[src/rtl/calc_pkg.sv]
// calc_pkg -- shared definitions for the calc_seq calculator core.
//   Command codes (keypad nibble), status codes, FSM state and operator enums,
//   and a pow10 helper for the decimal range limit.
//   Divide support is selected in the design files by the CALC_DIV_EN macro.
package calc_pkg;

   localparam logic [3:0] CMD_ADD  = 4'hA;
   localparam logic [3:0] CMD_SUB  = 4'hB;
   localparam logic [3:0] CMD_MUL  = 4'hC;
   localparam logic [3:0] CMD_DIV  = 4'hD;
   localparam logic [3:0] CMD_EQ   = 4'hE;
   localparam logic [3:0] CMD_BKSP = 4'hF;

   localparam logic [1:0] ST_ERROR = 2'b00;
   localparam logic [1:0] ST_BUSY  = 2'b01;
   localparam logic [1:0] ST_READY = 2'b10;

   typedef enum logic [2:0] {
      S_ENTER_A,
      S_ENTER_B,
      S_EXEC,
      S_SCAN,
      S_ERR
   } state_t;

   typedef enum logic [1:0] {
      OP_ADD,
      OP_SUB,
      OP_MUL,
      OP_DIV
   } op_t;

   function automatic longint unsigned pow10(input int unsigned n);
      longint unsigned r;
      r = 64'd1;
      for (int unsigned i = 0; i < n; i++) r = r * 64'd10;
      return r;
   endfunction

endpackage

[src/rtl/calc_seq_alu.sv]
// calc_seq_alu -- iterative multiply (and optional divide) engine.
//   Multiply: shift-add, WIDTH cycles, full 2*WIDTH product on prod_o.
//   Divide (only when CALC_DIV_EN is defined): restoring, WIDTH cycles,
//   quotient on quot_o, remainder discarded.
// Ports:
//   clock, reset  rising-edge clock, asynchronous active-high reset
//   start_i       one-cycle pulse, samples a_i/b_i (and div_i)
//   div_i         1 = divide a_i/b_i, 0 = multiply (CALC_DIV_EN only)
//   a_i, b_i      operands (multiplier/multiplicand, dividend/divisor)
//   done_o        one-cycle pulse when the result is valid
//   prod_o        product
//   quot_o        quotient (CALC_DIV_EN only)
module calc_seq_alu #(
   parameter int unsigned WIDTH = 27
) (
   input  logic                 clock,
   input  logic                 reset,
   input  logic                 start_i,
`ifdef CALC_DIV_EN
   input  logic                 div_i,
`endif
   input  logic [WIDTH-1:0]     a_i,
   input  logic [WIDTH-1:0]     b_i,
   output logic                 done_o,
   output logic [2*WIDTH-1:0]   prod_o
`ifdef CALC_DIV_EN
   ,
   output logic [WIDTH-1:0]     quot_o
`endif
);

   localparam int unsigned CW = $clog2(WIDTH);

   logic [2*WIDTH-1:0] prod_q;
   logic [WIDTH-1:0]   mcand_q;
   logic [CW-1:0]      cnt_q;
   logic               busy_q;
   logic               done_q;
   logic [WIDTH:0]     mul_sum;
   logic [2*WIDTH-1:0] mul_step;
`ifdef CALC_DIV_EN
   logic               div_q;
   logic [WIDTH:0]     rem_sh;
   logic [WIDTH-1:0]   rem_sub;
   logic [2*WIDTH-1:0] div_step;
`endif

   // prod_q holds {hi, lo}: lo starts as multiplier/dividend; mcand_q holds
   // the multiplicand/divisor. Multiply shifts right, divide shifts left.
   always_comb begin
      mul_sum  = {1'b0, prod_q[2*WIDTH-1:WIDTH]} + (prod_q[0] ? {1'b0, mcand_q} : '0);
      mul_step = {mul_sum, prod_q[WIDTH-1:1]};
`ifdef CALC_DIV_EN
      rem_sh  = {prod_q[2*WIDTH-1:WIDTH], prod_q[WIDTH-1]};
      rem_sub = rem_sh[WIDTH-1:0] - mcand_q;
      if (rem_sh >= {1'b0, mcand_q}) div_step = {rem_sub, prod_q[WIDTH-2:0], 1'b1};
      else                           div_step = {rem_sh[WIDTH-1:0], prod_q[WIDTH-2:0], 1'b0};
`endif
   end

   always_ff @(posedge clock or posedge reset) begin
      if (reset) begin
         prod_q  <= '0;
         mcand_q <= '0;
         cnt_q   <= '0;
         busy_q  <= 1'b0;
         done_q  <= 1'b0;
`ifdef CALC_DIV_EN
         div_q   <= 1'b0;
`endif
      end else begin
         done_q <= 1'b0;
         if (start_i) begin
            prod_q  <= {{WIDTH{1'b0}}, a_i};
            mcand_q <= b_i;
            cnt_q   <= '0;
            busy_q  <= 1'b1;
`ifdef CALC_DIV_EN
            div_q   <= div_i;
`endif
         end else if (busy_q) begin
`ifdef CALC_DIV_EN
            prod_q <= div_q ? div_step : mul_step;
`else
            prod_q <= mul_step;
`endif
            if (cnt_q == CW'(WIDTH - 1)) begin
               busy_q <= 1'b0;
               done_q <= 1'b1;
            end else begin
               cnt_q <= cnt_q + 1'b1;
            end
         end
      end
   end

   assign done_o = done_q;
   assign prod_o = prod_q;
`ifdef CALC_DIV_EN
   assign quot_o = prod_q[WIDTH-1:0];
`endif

endmodule

[src/rtl/calc_seq.sv]
// calc_seq -- decimal calculator core: NDIG-digit operand entry, add/sub/mul
//   (divide when CALC_DIV_EN is defined) on a binary accumulator, and a
//   per-digit BCD scan-out of the displayed value after every accepted command.
// Ports:
//   clock, reset  rising-edge clock, asynchronous active-high reset
//   cmd           0-9 digit, A add, B sub, C mul, D div, E equals, F backspace
//   cmd_valid     command qualifier, taken only while status is READY
//   status        00 ERROR, 01 BUSY, 10 READY
//   data, pos     scanned BCD digit and its index (0 = least significant)
//   data_valid    data/pos valid this cycle
//   neg           displayed value is negative (subtract result only)
// Without CALC_DIV_EN there is no divider and cmd D is an invalid operator.
module calc_seq
   import calc_pkg::*;
#(
   parameter int unsigned NDIG  = 8,
   parameter int unsigned WIDTH = 27,
   parameter int unsigned POSW  = $clog2(NDIG)
) (
   input  logic            clock,
   input  logic            reset,
   input  logic [3:0]      cmd,
   input  logic            cmd_valid,
   output logic [1:0]      status,
   output logic [3:0]      data,
   output logic [POSW-1:0] pos,
   output logic            data_valid,
   output logic            neg
);

   localparam longint unsigned MAXV = pow10(NDIG) - 64'd1;
   localparam logic [WIDTH+3:0]   MAXV_X = (WIDTH+4)'(MAXV);
   localparam logic [WIDTH:0]     MAXV_S = (WIDTH+1)'(MAXV);
   localparam logic [2*WIDTH-1:0] MAXV_P = (2*WIDTH)'(MAXV);

   state_t           state_q, ret_q;
   op_t              op_q;
   logic [WIDTH-1:0] a_q, b_q, v_q, shadow_q;
   logic [POSW:0]    scnt_q;
   logic [1:0]       status_q;
   logic [3:0]       data_q;
   logic [POSW-1:0]  pos_q;
   logic             dv_q, neg_q, start_q;

   logic [WIDTH+3:0]   app;
   logic [WIDTH-1:0]   v_d;
   logic [WIDTH-1:0]   sh_div10;
   logic [3:0]         sh_dig;
   logic               cmd_is_digit, cmd_is_op;
   op_t                cmd_op;
   logic [WIDTH:0]     sum;
   logic               ex_fin, ex_err, ex_neg;
   logic [WIDTH-1:0]   ex_res;
   logic               alu_done;
   logic [2*WIDTH-1:0] alu_prod;
`ifdef CALC_DIV_EN
   logic [WIDTH-1:0]   alu_quot;
`endif

   calc_seq_alu #(
      .WIDTH(WIDTH)
   ) u_alu (
      .clock   (clock),
      .reset   (reset),
      .start_i (start_q),
`ifdef CALC_DIV_EN
      .div_i   (op_q == OP_DIV),
`endif
      .a_i     (a_q),
      .b_i     (b_q),
      .done_o  (alu_done),
      .prod_o  (alu_prod)
`ifdef CALC_DIV_EN
      ,
      .quot_o  (alu_quot)
`endif
   );

   // Entry value update and command decode.
   always_comb begin
      cmd_is_digit = (cmd < 4'd10);
      app = ({4'b0, v_q} * (WIDTH+4)'(10)) + (WIDTH+4)'(cmd);
      v_d = v_q;
      if (cmd == CMD_BKSP)     v_d = v_q / WIDTH'(10);
      else if (app <= MAXV_X)  v_d = app[WIDTH-1:0];

      cmd_op    = OP_ADD;
      cmd_is_op = 1'b0;
      case (cmd)
         CMD_ADD: begin cmd_op = OP_ADD; cmd_is_op = 1'b1; end
         CMD_SUB: begin cmd_op = OP_SUB; cmd_is_op = 1'b1; end
         CMD_MUL: begin cmd_op = OP_MUL; cmd_is_op = 1'b1; end
         CMD_DIV: begin
            cmd_op = OP_DIV;
`ifdef CALC_DIV_EN
            cmd_is_op = 1'b1;
`endif
         end
         default: ;
      endcase

      sh_div10 = shadow_q / WIDTH'(10);
      sh_dig   = 4'(shadow_q - sh_div10 * WIDTH'(10));
   end

   // Execution result: ex_fin marks the cycle the result is final.
   always_comb begin
      sum    = {1'b0, a_q} + {1'b0, b_q};
      ex_fin = 1'b0;
      ex_err = 1'b0;
      ex_neg = 1'b0;
      ex_res = '0;
      unique case (op_q)
         OP_ADD: begin
            ex_fin = 1'b1;
            ex_err = (sum > MAXV_S);
            ex_res = sum[WIDTH-1:0];
         end
         OP_SUB: begin
            ex_fin = 1'b1;
            if (a_q >= b_q) ex_res = a_q - b_q;
            else begin
               ex_res = b_q - a_q;
               ex_neg = 1'b1;
            end
         end
         OP_MUL: begin
            ex_fin = alu_done;
            ex_err = (alu_prod > MAXV_P);
            ex_res = alu_prod[WIDTH-1:0];
         end
         OP_DIV: begin
`ifdef CALC_DIV_EN
            if (b_q == '0) begin
               ex_fin = 1'b1;
               ex_err = 1'b1;
            end else begin
               ex_fin = alu_done;
               ex_res = alu_quot;
            end
`else
            ex_fin = 1'b1;
            ex_err = 1'b1;
`endif
         end
      endcase
   end

   always_ff @(posedge clock or posedge reset) begin
      if (reset) begin
         state_q  <= S_ENTER_A;
         ret_q    <= S_ENTER_A;
         op_q     <= OP_ADD;
         a_q      <= '0;
         b_q      <= '0;
         v_q      <= '0;
         shadow_q <= '0;
         scnt_q   <= '0;
         status_q <= ST_BUSY;
         data_q   <= '0;
         pos_q    <= '0;
         dv_q     <= 1'b0;
         neg_q    <= 1'b0;
         start_q  <= 1'b0;
      end else begin
         start_q <= 1'b0;
         unique case (state_q)
            S_ENTER_A, S_ENTER_B: begin
               if (status_q != ST_READY) begin
                  // Entry state while BUSY only happens straight out of reset:
                  // show the initial zero before going READY.
                  shadow_q <= v_q;
                  scnt_q   <= '0;
                  ret_q    <= state_q;
                  state_q  <= S_SCAN;
               end else if (cmd_valid) begin
                  status_q <= ST_BUSY;
                  neg_q    <= 1'b0;
                  if (cmd_is_digit || cmd == CMD_BKSP) begin
                     v_q      <= v_d;
                     shadow_q <= v_d;
                     scnt_q   <= '0;
                     ret_q    <= state_q;
                     state_q  <= S_SCAN;
                  end else if (cmd == CMD_EQ) begin
                     if (state_q == S_ENTER_A) begin
                        shadow_q <= v_q;
                        scnt_q   <= '0;
                        ret_q    <= S_ENTER_A;
                        state_q  <= S_SCAN;
                     end else begin
                        b_q     <= v_q;
                        start_q <= (op_q == OP_MUL) || (op_q == OP_DIV);
                        state_q <= S_EXEC;
                     end
                  end else if (cmd_is_op && state_q == S_ENTER_A) begin
                     a_q      <= v_q;
                     op_q     <= cmd_op;
                     v_q      <= '0;
                     shadow_q <= '0;
                     scnt_q   <= '0;
                     ret_q    <= S_ENTER_B;
                     state_q  <= S_SCAN;
                  end else begin
                     status_q <= ST_ERROR;
                     state_q  <= S_ERR;
                  end
               end
            end
            S_EXEC: begin
               if (ex_fin) begin
                  if (ex_err) begin
                     status_q <= ST_ERROR;
                     state_q  <= S_ERR;
                  end else begin
                     v_q      <= ex_res;
                     shadow_q <= ex_res;
                     neg_q    <= ex_neg;
                     scnt_q   <= '0;
                     ret_q    <= S_ENTER_A;
                     state_q  <= S_SCAN;
                  end
               end
            end
            S_SCAN: begin
               if (scnt_q == (POSW+1)'(NDIG)) begin
                  dv_q     <= 1'b0;
                  data_q   <= '0;
                  pos_q    <= '0;
                  status_q <= ST_READY;
                  state_q  <= ret_q;
               end else begin
                  data_q   <= sh_dig;
                  pos_q    <= scnt_q[POSW-1:0];
                  dv_q     <= 1'b1;
                  shadow_q <= sh_div10;
                  scnt_q   <= scnt_q + 1'b1;
               end
            end
            S_ERR: begin
               status_q <= ST_ERROR;
            end
         endcase
      end
   end

   assign status     = status_q;
   assign data       = data_q;
   assign pos        = pos_q;
   assign data_valid = dv_q;
   assign neg        = neg_q;

endmodule
[config.mk]
export PLATFORM = sky130hd
export DESIGN_NAME = calc_seq
export DESIGN_NICKNAME = d
export VERILOG_FILES = /design/src/rtl/calc_pkg.sv /design/src/rtl/calc_seq_alu.sv /design/src/rtl/calc_seq.sv
export SDC_FILE = /design/constraint.sdc
export NUM_CORES = 1
export LEC_CHECK = 0
export ABC_AREA = 0
export CAP_MARGIN = 20
export CORE_MARGIN = 2
export CORE_UTILIZATION = 54
export CTS_CLUSTER_SIZE = 14
export DETAILED_ROUTE_END_ITERATION = 6
export PLACE_DENSITY_LB_ADDON = 0.25
export SLEW_MARGIN = 10
export SYNTH_ARGS = -nofsm -noshare
export SYNTH_HDL_FRONTEND = slang
export SYNTH_SLANG_ARGS = --single-unit
export TNS_END_PERCENT = 5
[constraint.sdc]
create_clock -name clock -period 14.4 [get_ports clock]
set_input_delay 2.88 -clock clock [delete_from_list [all_inputs] [get_ports clock]]
set_output_delay 2.88 -clock clock [all_outputs]
set_load 0.02 [all_outputs]
== Word-level counts from Yosys, hierarchy flattened ==
Index checks and enable logic that the tools add are counted.

* Output and inout port bits: 11
* Input bits: 7
* Register bits after elaboration: 220
* Logic and storage cells: 178

* Reduce and logical (&&, ||, !) cells: 20
* $lt $le $gt $ge: 5
* Multiply operators: 2
* Div/mod/pow operators: 2
* Eq/ne operators: 29
* Bitwise logic cells: 4
* Muxes and demuxes: 89
* Add/sub/neg operators: 8

{| class="wikitable"
|+ Operator list
! cell !! number
|-
| 27-bit 2-to-1 mux || 17
|-
| 27-bit case mux with 3 select lines || 2
|-
| 54-bit 2-to-1 mux || 2
|-
| 27-bit by 4-bit divider with 27-bit output (second input constant) || 2
|-
| 54-bit by 27-bit > comparator with 1-bit output (second input constant) || 1
|-
| 27-bit case mux with 2 select lines || 1
|-
| 27-bit subtractor || 2
|-
| 3-bit 2-to-1 mux || 17
|-
| 4-bit 2-to-1 mux || 10
|-
| 31-bit by 4-bit adder with 31-bit output || 1
|-
| 31-bit by 27-bit <= comparator with 1-bit output (second input constant) || 1
|-
| 27-bit by 3-bit multiplier with 30-bit output (second input constant) || 1
|-
| 27-bit by 27-bit adder with 28-bit output || 1
|-
| 27-bit by 28-bit adder with 28-bit output || 1
|-
| 4-bit equality test (second input constant) || 7
|-
| 28-bit by 27-bit > comparator with 1-bit output (second input constant) || 1
|-
| 27-bit greater-or-equal comparator || 1
|-
| 27-bit by 3-bit multiplier with 3-bit output (second input constant) || 1
|-
| 1-bit 2-to-1 mux || 24
|-
| 2-bit inequality test (second input constant) || 9
|-
| 6-bit AND reduction || 3
|-
| 5-bit 2-to-1 mux || 3
|-
| 7-bit AND reduction || 2
|-
| 4-bit case mux with 3 select lines || 1
|-
| other kinds (31) || 48
|}

== Longest topological paths before layout ==
Gate-level depths: netlist (run 1).

* Depth after elaboration: 10
* Gate-level depth with buffers: 51
* Gate-level depth less buffers: 40

== Hierarchy ==
A second synthesis (run 1) with hierarchy kept.

* Cells, all modules: 3390
* Area, all modules: 25507.0 µm²

{| class="wikitable"
|+ By module, submodules not included
! module !! cells an instance !! instances !! sequential area each (µm²) !! area an instance (µm²)
|-
| calc_seq || 2872 || 1 || 3304.4 || 20328.2
|-
| calc_seq_alu || 518 || 1 || 2202.1 || 5178.7
|}

== Worst setup path before layout (run 1) ==
No wires, ideal clock.

* Path kind: register to register
* From: register shadow_q[14]
* To: register data_q[3], in the netlist data[3]
* Arrival: 10.525 ns
* Cell stages (with the launch flop): 46
* Setup time: 0.124 ns
* Required time: 14.276 ns
* Clock period less this slack: 10.649 ns
* Path buffers: 7
* Slack: 3.751 ns
* Cell sequence: dfrtp_1 -> buf_6 -> or4_4 -> or3_4 -> o32a_1 -> and3_1 -> buf_6 -> o32a_1 -> a211o_1 -> a221o_1 -> mux2_4 -> maj3_2 -> a2111oi_2 -> nand4b_1 -> and3_1 -> buf_6 -> and4_1 -> nor4_2 -> [... 10 more ...] -> o32a_1 -> buf_6 -> nand3_2 -> nand3_2 -> buf_6 -> and4_1 -> a31oi_1 -> nand4_1 -> a21oi_1 -> ha_1 -> nor2b_1 -> nor3_1 -> o311a_4 -> ha_1 -> fa_1 -> xnor2_1 -> xnor2_1 -> o21ai_1

* Word-level cells in the longest chain between the ends: 4

{| class="wikitable"
|+ RTL lines
! element !! RTL line !! source
|-
| start: declaration || calc_seq.sv:38 || <nowiki>logic [WIDTH-1:0] a_q, b_q, v_q, shadow_q;</nowiki>
|-
| start signal: assignment || calc_seq.sv:172 || <nowiki>shadow_q <= v_q;</nowiki>
|-
| start signal: assignment || calc_seq.sv:181 || <nowiki>shadow_q <= v_d;</nowiki>
|-
| start signal: assignment || calc_seq.sv:187 || <nowiki>shadow_q <= v_q;</nowiki>
|-
| 27-bit by 4-bit divider with 27-bit output || calc_seq.sv:102 || <nowiki>sh_div10 = shadow_q / WIDTH'(10);</nowiki>
|-
| 27-bit by 3-bit multiplier with 3-bit output || calc_seq.sv:103 || <nowiki>sh_dig = 4'(shadow_q - sh_div10 * WIDTH'(10));</nowiki>
|-
| 4-bit subtractor || calc_seq.sv:103 ||
|-
| 4-bit 2-to-1 mux || calc_seq.sv:226 || <nowiki>if (scnt_q == (POSW+1)'(NDIG)) begin</nowiki>
|-
| end signal: assignment || calc_seq.sv:233 || <nowiki>data_q <= sh_dig;</nowiki>
|-
| end: declaration || calc_seq.sv:41 || <nowiki>logic [3:0] data_q;</nowiki>
|}

Every way passes these cells.
A chain may end at the register's enable or synchronous reset.

== Worst setup path in the final report (run 1) ==
* From: register shadow_q[13]
* To: register data_q[3], in the netlist data[3]

The elaborated chain is that of the path after synthesis.

==> results.sh, run 1 <==
export IMPL_yosysTopAreaCellShare=0.207
export IMPL_syn_area_per_cell_sq_um=7.47
export IMPL_slowest_delay_ns=0.73
export IMPL_syn_area_sq_um=26400
export IMPL_first_pass_iters=7
export IMPL_grt_pass1_wl_um=138000
export IMPL_grt_max_degree=108
export IMPL_rows=81
export IMPL_layout_commonest_cell="nand2_1"
export IMPL_cts_hold_buf=0
export IMPL_yosysWarnings=0
export IMPL_post_place_ws_ns=1.61
export IMPL_yosysTopAreaCell="dfrtp_1"
export IMPL_crit_family="simple AND/OR/NAND/NOR gates"
export IMPL_fin_cells=3991
export IMPL_cts_max_path_buffers=3
export IMPL_fin_nets=3525
export IMPL_port_buffers=17
export IMPL_fmax_mhz=76.5
export IMPL_cts_reportedPaths_clkPinSlew_ns=0.06
export IMPL_synth_ff_type="dfrtp_1"
export IMPL_postCtsSetupBuffers=0
export IMPL_synthTopCellsByArea="dfrtp_1 (21%), ha_1 (7.9%), o21ai_0 (5.4%), a21oi_1 (5.1%), nand2_1 (4.8%)"
export IMPL_critPathCaptureType="register"
export IMPL_drtIter0Drc=3510
export IMPL_dieArea_sq_um=50800
export IMPL_dp_cells=3932
export IMPL_cp_num_buf_inv=0
export IMPL_synthArstFlopShare=1.00
export IMPL_start_util=0.544
export IMPL_violations="DRC"
export IMPL_drive_gt1_frac=0.0695
export IMPL_synthMuxAreaShare=0.0679
export IMPL_cts_tree="yes"
export IMPL_layout_common_cells="nand2_1 (336), nor2_1 (297), o21ai_0 (283)"
export IMPL_worst_pin_slew_ns=1.14
export IMPL_setup_ws_ns=1.32
export IMPL_wl_per_cell_um=21.7
export IMPL_critPathArrivalTime_ns=13.52
export IMPL_dpl_hpwl_um=63000
export IMPL_cp_required_ns=14.84
export IMPL_fin_tns_setup_ns=0
export IMPL_insertion_delay_ns=0.58
export IMPL_start_kind="register"
export IMPL_antenna_left=0
export IMPL_die_width_um=225
export IMPL_cts_htree_levels=1
export IMPL_fillers=4521
export IMPL_cts_buffers=27
export IMPL_rsz0062_at_grt="false"
export IMPL_routed_wl_um=86600
export IMPL_fin_crit_ns=13.08
export IMPL_grt_usage=0.335
export IMPL_ys_seq_elements=220
export IMPL_post_route_util=0.566
export IMPL_ys_seq_area_frac=0.208
export IMPL_status="finished with violations"
export IMPL_syn2layout_area_growth_pct=4.11
export IMPL_regToRegSetupSlack_ns=1.32
export IMPL_cts_resized=0
export IMPL_syn_nets=3721
export IMPL_die_y_um=225
export IMPL_slowest_stage="nor4_1"
export IMPL_ys_types=120
export IMPL_drv_cap=0
export IMPL_crit_path_frequent_cell="a21oi_1"
export IMPL_synth_compound_area_frac=0.304
export IMPL_drv_slew=0
export IMPL_core_sq_um=48600
export IMPL_clock_sinks=220
export IMPL_grt_pass1_vias=25200
export IMPL_yosys_area_share_adder=0.0861
export IMPL_hold_class="reg2reg"
export IMPL_max_slew_margin=0.237
export IMPL_num_vias=27200
export IMPL_setup_viol_count_final=0
export IMPL_route_detailed_drc=2
export IMPL_critical_path_peak_fanout=23
export IMPL_synth_edf_count=0
export IMPL_antenna_found_initial=4
export IMPL_final_hold_violation_count=0
export IMPL_finalWeightedCongestion=0.959
export IMPL_post_route_period_util=0.908
export IMPL_synth_cells=3541
export IMPL_synthSimpleGateAreaFrac=0.216
export IMPL_worstSetupPathType="reg2reg"
export IMPL_synth_xor_area_frac=0.0458
export IMPL_num_io_pins=18
export IMPL_synth_top_family_by_area="compound AO/OA/AOI/OAI gates"
export IMPL_grt_overflow=0
export IMPL_cts_root_buffer="clkbuf_16"
export IMPL_fin_skew_ns=0.0199
export IMPL_viasPerCell=6.81
-- sequential cells by signal, summed over array words and instances (netlist names), 4 cells and up --
register       count
shadow_q          27
b_q               27
data               4
a_q               27
u_alu.cnt_q        5
v_q               27
u_alu.prod_o      54
u_alu.mcand_q     27
scnt_q             4
-- synthesized netlist by cell type, types with 53 or more instances --
cell type and count:
nand2_1 336, nor2_1 298, o21ai_0 283, a21oi_1 270, dfrtp_1 219, clkbuf_1 218, inv_1 194, ha_1 166
mux2i_1 105, nor3_1 91, xnor2_1 91, nand3_1 75, a21o_1 72, a211oi_1 61, mux2_2 58, nor4_1 53
o21bai_1 53
-- worst paths after layout --
check | startpoint | end | cells after the start
min in group asynchronous | reset | shadow_q[26] | 2
worst min-delay path | pos[0] | pos[0] | 2
worst min register to register | pos[0] | pos[0] | 2
max in group asynchronous | reset | pos[1] | 4
worst max register to register | shadow_q[13] | data[3] | 40
worst max-delay path | shadow_q[13] | data[3] | 40
-- final cells by class --
| type | instances | area, sq um | share of cell area |
|---|---|---|---|
| multi-input combinational | 2837 | 19100 | 0.693 |
| inverter | 205 | 777 | 0.0282 |
| tap | 622 | 778 | 0.0283 |
| clock inverter | 12 | 141 | 0.00513 |
| sequential | 220 | 5510 | 0.200 |
| clock buffer | 38 | 787 | 0.0286 |
| timing repair buffer | 54 | 460 | 0.0167 |
| antenna | 3 | 7.51 | 0.000273 |
-- cell families after synthesis --
logic type	after synthesis
muxes	169
xor gates and xnor gates	132
adders and majority gates	179
and+or+nand+nor	1162
AOI/OAI and AO/OA	1195
buffers and inverters	484
DFF	220
-- worst reg2reg max path, delay by kind of cell, from the launching register on --
kind                     cells  cell delay (ns)
AO/OA/AOI/OAI               18             4.54
XOR/XNOR                     2             0.34
adder cells (fa/ha/maj)      3             0.72
flip-flops                   1             0.70
multiplexers                 2             0.74
AND/OR/NAND/NOR             15             5.94
-- stage by stage --
stage | area (sq um) | hold slack (ns)
floorplan | 26400 | 0.451
global placement | 26500 | 0.467
detailed placement | 26500 | 0.469
CTS | 27500 | 0.483
global route | 27500 | 0.512
finish | 27500 | 0.479
-- per-layer routing --
layer	global-route usage	routed length (um)	vias to the layer above
met3	0.0528	7290	242
li1	-	-	12600
met1	0.451	36300	13000
met2	0.523	38500	1303
met4	0.161	4430	6
met5	0	39	-
Power of run 1 is not shown: default switching activity piles up to over one toggle a cycle in this logic, so the estimate is an artifact.
==> run 2, diff against run 1 <==
--- a/config.mk
+++ b/config.mk
@@ -11,7 +11,7 @@
 export CORE_UTILIZATION = 54
 export CTS_CLUSTER_SIZE = 14
 export DETAILED_ROUTE_END_ITERATION = 6
-export PLACE_DENSITY_LB_ADDON = 0.25
+export PLACE_DENSITY = 0.7
 export SLEW_MARGIN = 10
 export SYNTH_ARGS = -nofsm -noshare
 export SYNTH_HDL_FRONTEND = slang
==> results.sh, run 2 (synthesis gave the netlist of run 1 again) <==
export IMPL_critPathCaptureType="register"
export IMPL_viasPerCell=6.78
export IMPL_routed_wl_um=88200
export IMPL_critical_path_peak_fanout=27
export IMPL_grt_pass1_vias=25100
export IMPL_max_slew_margin=0.200
export IMPL_grt_overflow=0
export IMPL_start_kind="register"
export IMPL_drv_cap=0
export IMPL_fmax_mhz=76.5
export IMPL_drive_gt1_frac=0.0712
export IMPL_crit_path_frequent_cell="a21oi_1"
export IMPL_postCtsSetupBuffers=0
export IMPL_dp_cells=3941
export IMPL_setup_viol_count_final=0
export IMPL_slowest_delay_ns=0.88
export IMPL_cts_buffers=27
export IMPL_cts_max_path_buffers=3
export IMPL_layout_commonest_cell="nand2_1"
export IMPL_fillers=4550
export IMPL_post_place_ws_ns=1.69
export IMPL_die_width_um=225
export IMPL_antenna_found_initial=2
export IMPL_clock_sinks=220
export IMPL_first_pass_iters=6
export IMPL_post_route_period_util=0.907
export IMPL_hold_class="reg2reg"
export IMPL_route_detailed_drc=0
export IMPL_largest_reg_flops=54
export IMPL_rows=81
export IMPL_fin_tns_setup_ns=0
export IMPL_critPathArrivalTime_ns=13.49
export IMPL_fin_nets=3532
export IMPL_core_sq_um=48600
export IMPL_cts_reportedPaths_clkPinSlew_ns=0.06
export IMPL_dieArea_sq_um=50800
export IMPL_worst_pin_slew_ns=1.20
export IMPL_port_buffers=17
export IMPL_grt_pass1_wl_um=140000
export IMPL_final_hold_violation_count=0
export IMPL_drtIter0Drc=3203
export IMPL_fin_skew_ns=0.0387
export IMPL_fin_area_sq_um=27600
export IMPL_fin_cells=3995
export IMPL_cts_htree_levels=1
export IMPL_die_y_um=225
export IMPL_status="finished clean"
export IMPL_fin_crit_ns=13.06
export IMPL_grt_usage=0.341
export IMPL_grt_max_degree=140
export IMPL_num_vias=27100
export IMPL_num_io_pins=18
export IMPL_wl_per_cell_um=22.1
export IMPL_slowest_stage="dfrtp_1"
export IMPL_start_util=0.544
export IMPL_placed_cell_area_sq_um=26600
export IMPL_cts_resized=0
export IMPL_drv_slew=0
export IMPL_worstSetupPathType="reg2reg"
export IMPL_syn2layout_area_growth_pct=4.28
export IMPL_layout_common_cells="nand2_1 (336), nor2_1 (297), o21ai_0 (283)"
export IMPL_cts_tree="yes"
export IMPL_setup_ws_ns=1.34
export IMPL_cts_root_buffer="clkbuf_16"
export IMPL_dpl_hpwl_um=64200
export IMPL_finalWeightedCongestion=0.912
export IMPL_insertion_delay_ns=0.59
export IMPL_rsz0062_at_grt="false"
export IMPL_cp_required_ns=14.83
export IMPL_cts_hold_buf=0
export IMPL_antenna_left=0
## run 2: changes by cell type in the layout (fill, tap and decap cells not counted)
cell	change
buf_16	+1
buf_2	-2
buf_4	+8
clkbuf_1	-1
clkbuf_2	-1
clkbuf_4	+1
clkbuf_8	-3
clkinv_2	+2
clkinv_4	+1
clkinvlp_4	-1
diode_2	-1
## run 2: metal layers
| layer | up-vias | share of wire | GRT usage |
|---|---|---|---|
| met5 | - | 0.00017 | 0 |
| met4 | 2 | 0.043 | 0.140 |
| met3 | 234 | 0.079 | 0.0452 |
| met2 | 1257 | 0.44 | 0.528 |
| met1 | 13000 | 0.44 | 0.479 |
| li1 | 12600 | - | - |
## run 2: per-stage QoR
step	util	hold slack, ns
6_report	0.567	0.481
5_1_grt	0.567	0.512
4_1_cts	0.565	0.490
3_5_place_dp	0.547	0.478
3_3_place_gp	0.547	0.465
2_1_floorplan	-	0.451
## run 2: layout make-up
cell class	count	area (sq um)	area share
diodes	2	5.00	0.000181
clock buffers	34	742	0.0269
clock inverters	14	153	0.00553
inverters	205	777	0.0282
multi-input cells	2837	19100	0.691
flip-flops and latches	220	5510	0.200
well taps	622	778	0.0282
repair buffers	61	541	0.0196
## run 2: path summary, 6_finish.rpt
| kind | slack, ns | from | depth (start not counted) | to |
|---|---|---|---|---|
| max | 1.34 | shadow_q[23] | 39 | data[3] |
| min | 0.48 | pos[0] | 2 | pos[0] |
| max reg2reg | 1.34 | shadow_q[23] | 39 | data[3] |
| min reg2reg | 0.48 | pos[0] | 2 | pos[0] |
| max in group asynchronous | 10.05 | reset | 4 | b_q[6] |
| min in group asynchronous | 2.89 | reset | 2 | u_alu.prod_o[35] |
## run 2: worst max-delay path: cells and delay by family, from the launching register on
kind	cells	cell delay, ns
and+or+nand+nor	15	5.57
AOI/OAI and AO/OA	16	4.44
DFF	1	0.88
adders and majority gates	3	0.74
muxes	2	0.68
xor gates and xnor gates	2	0.34
buffers and inverters	1	0.25
Power of run 2 is left out for the same reason.
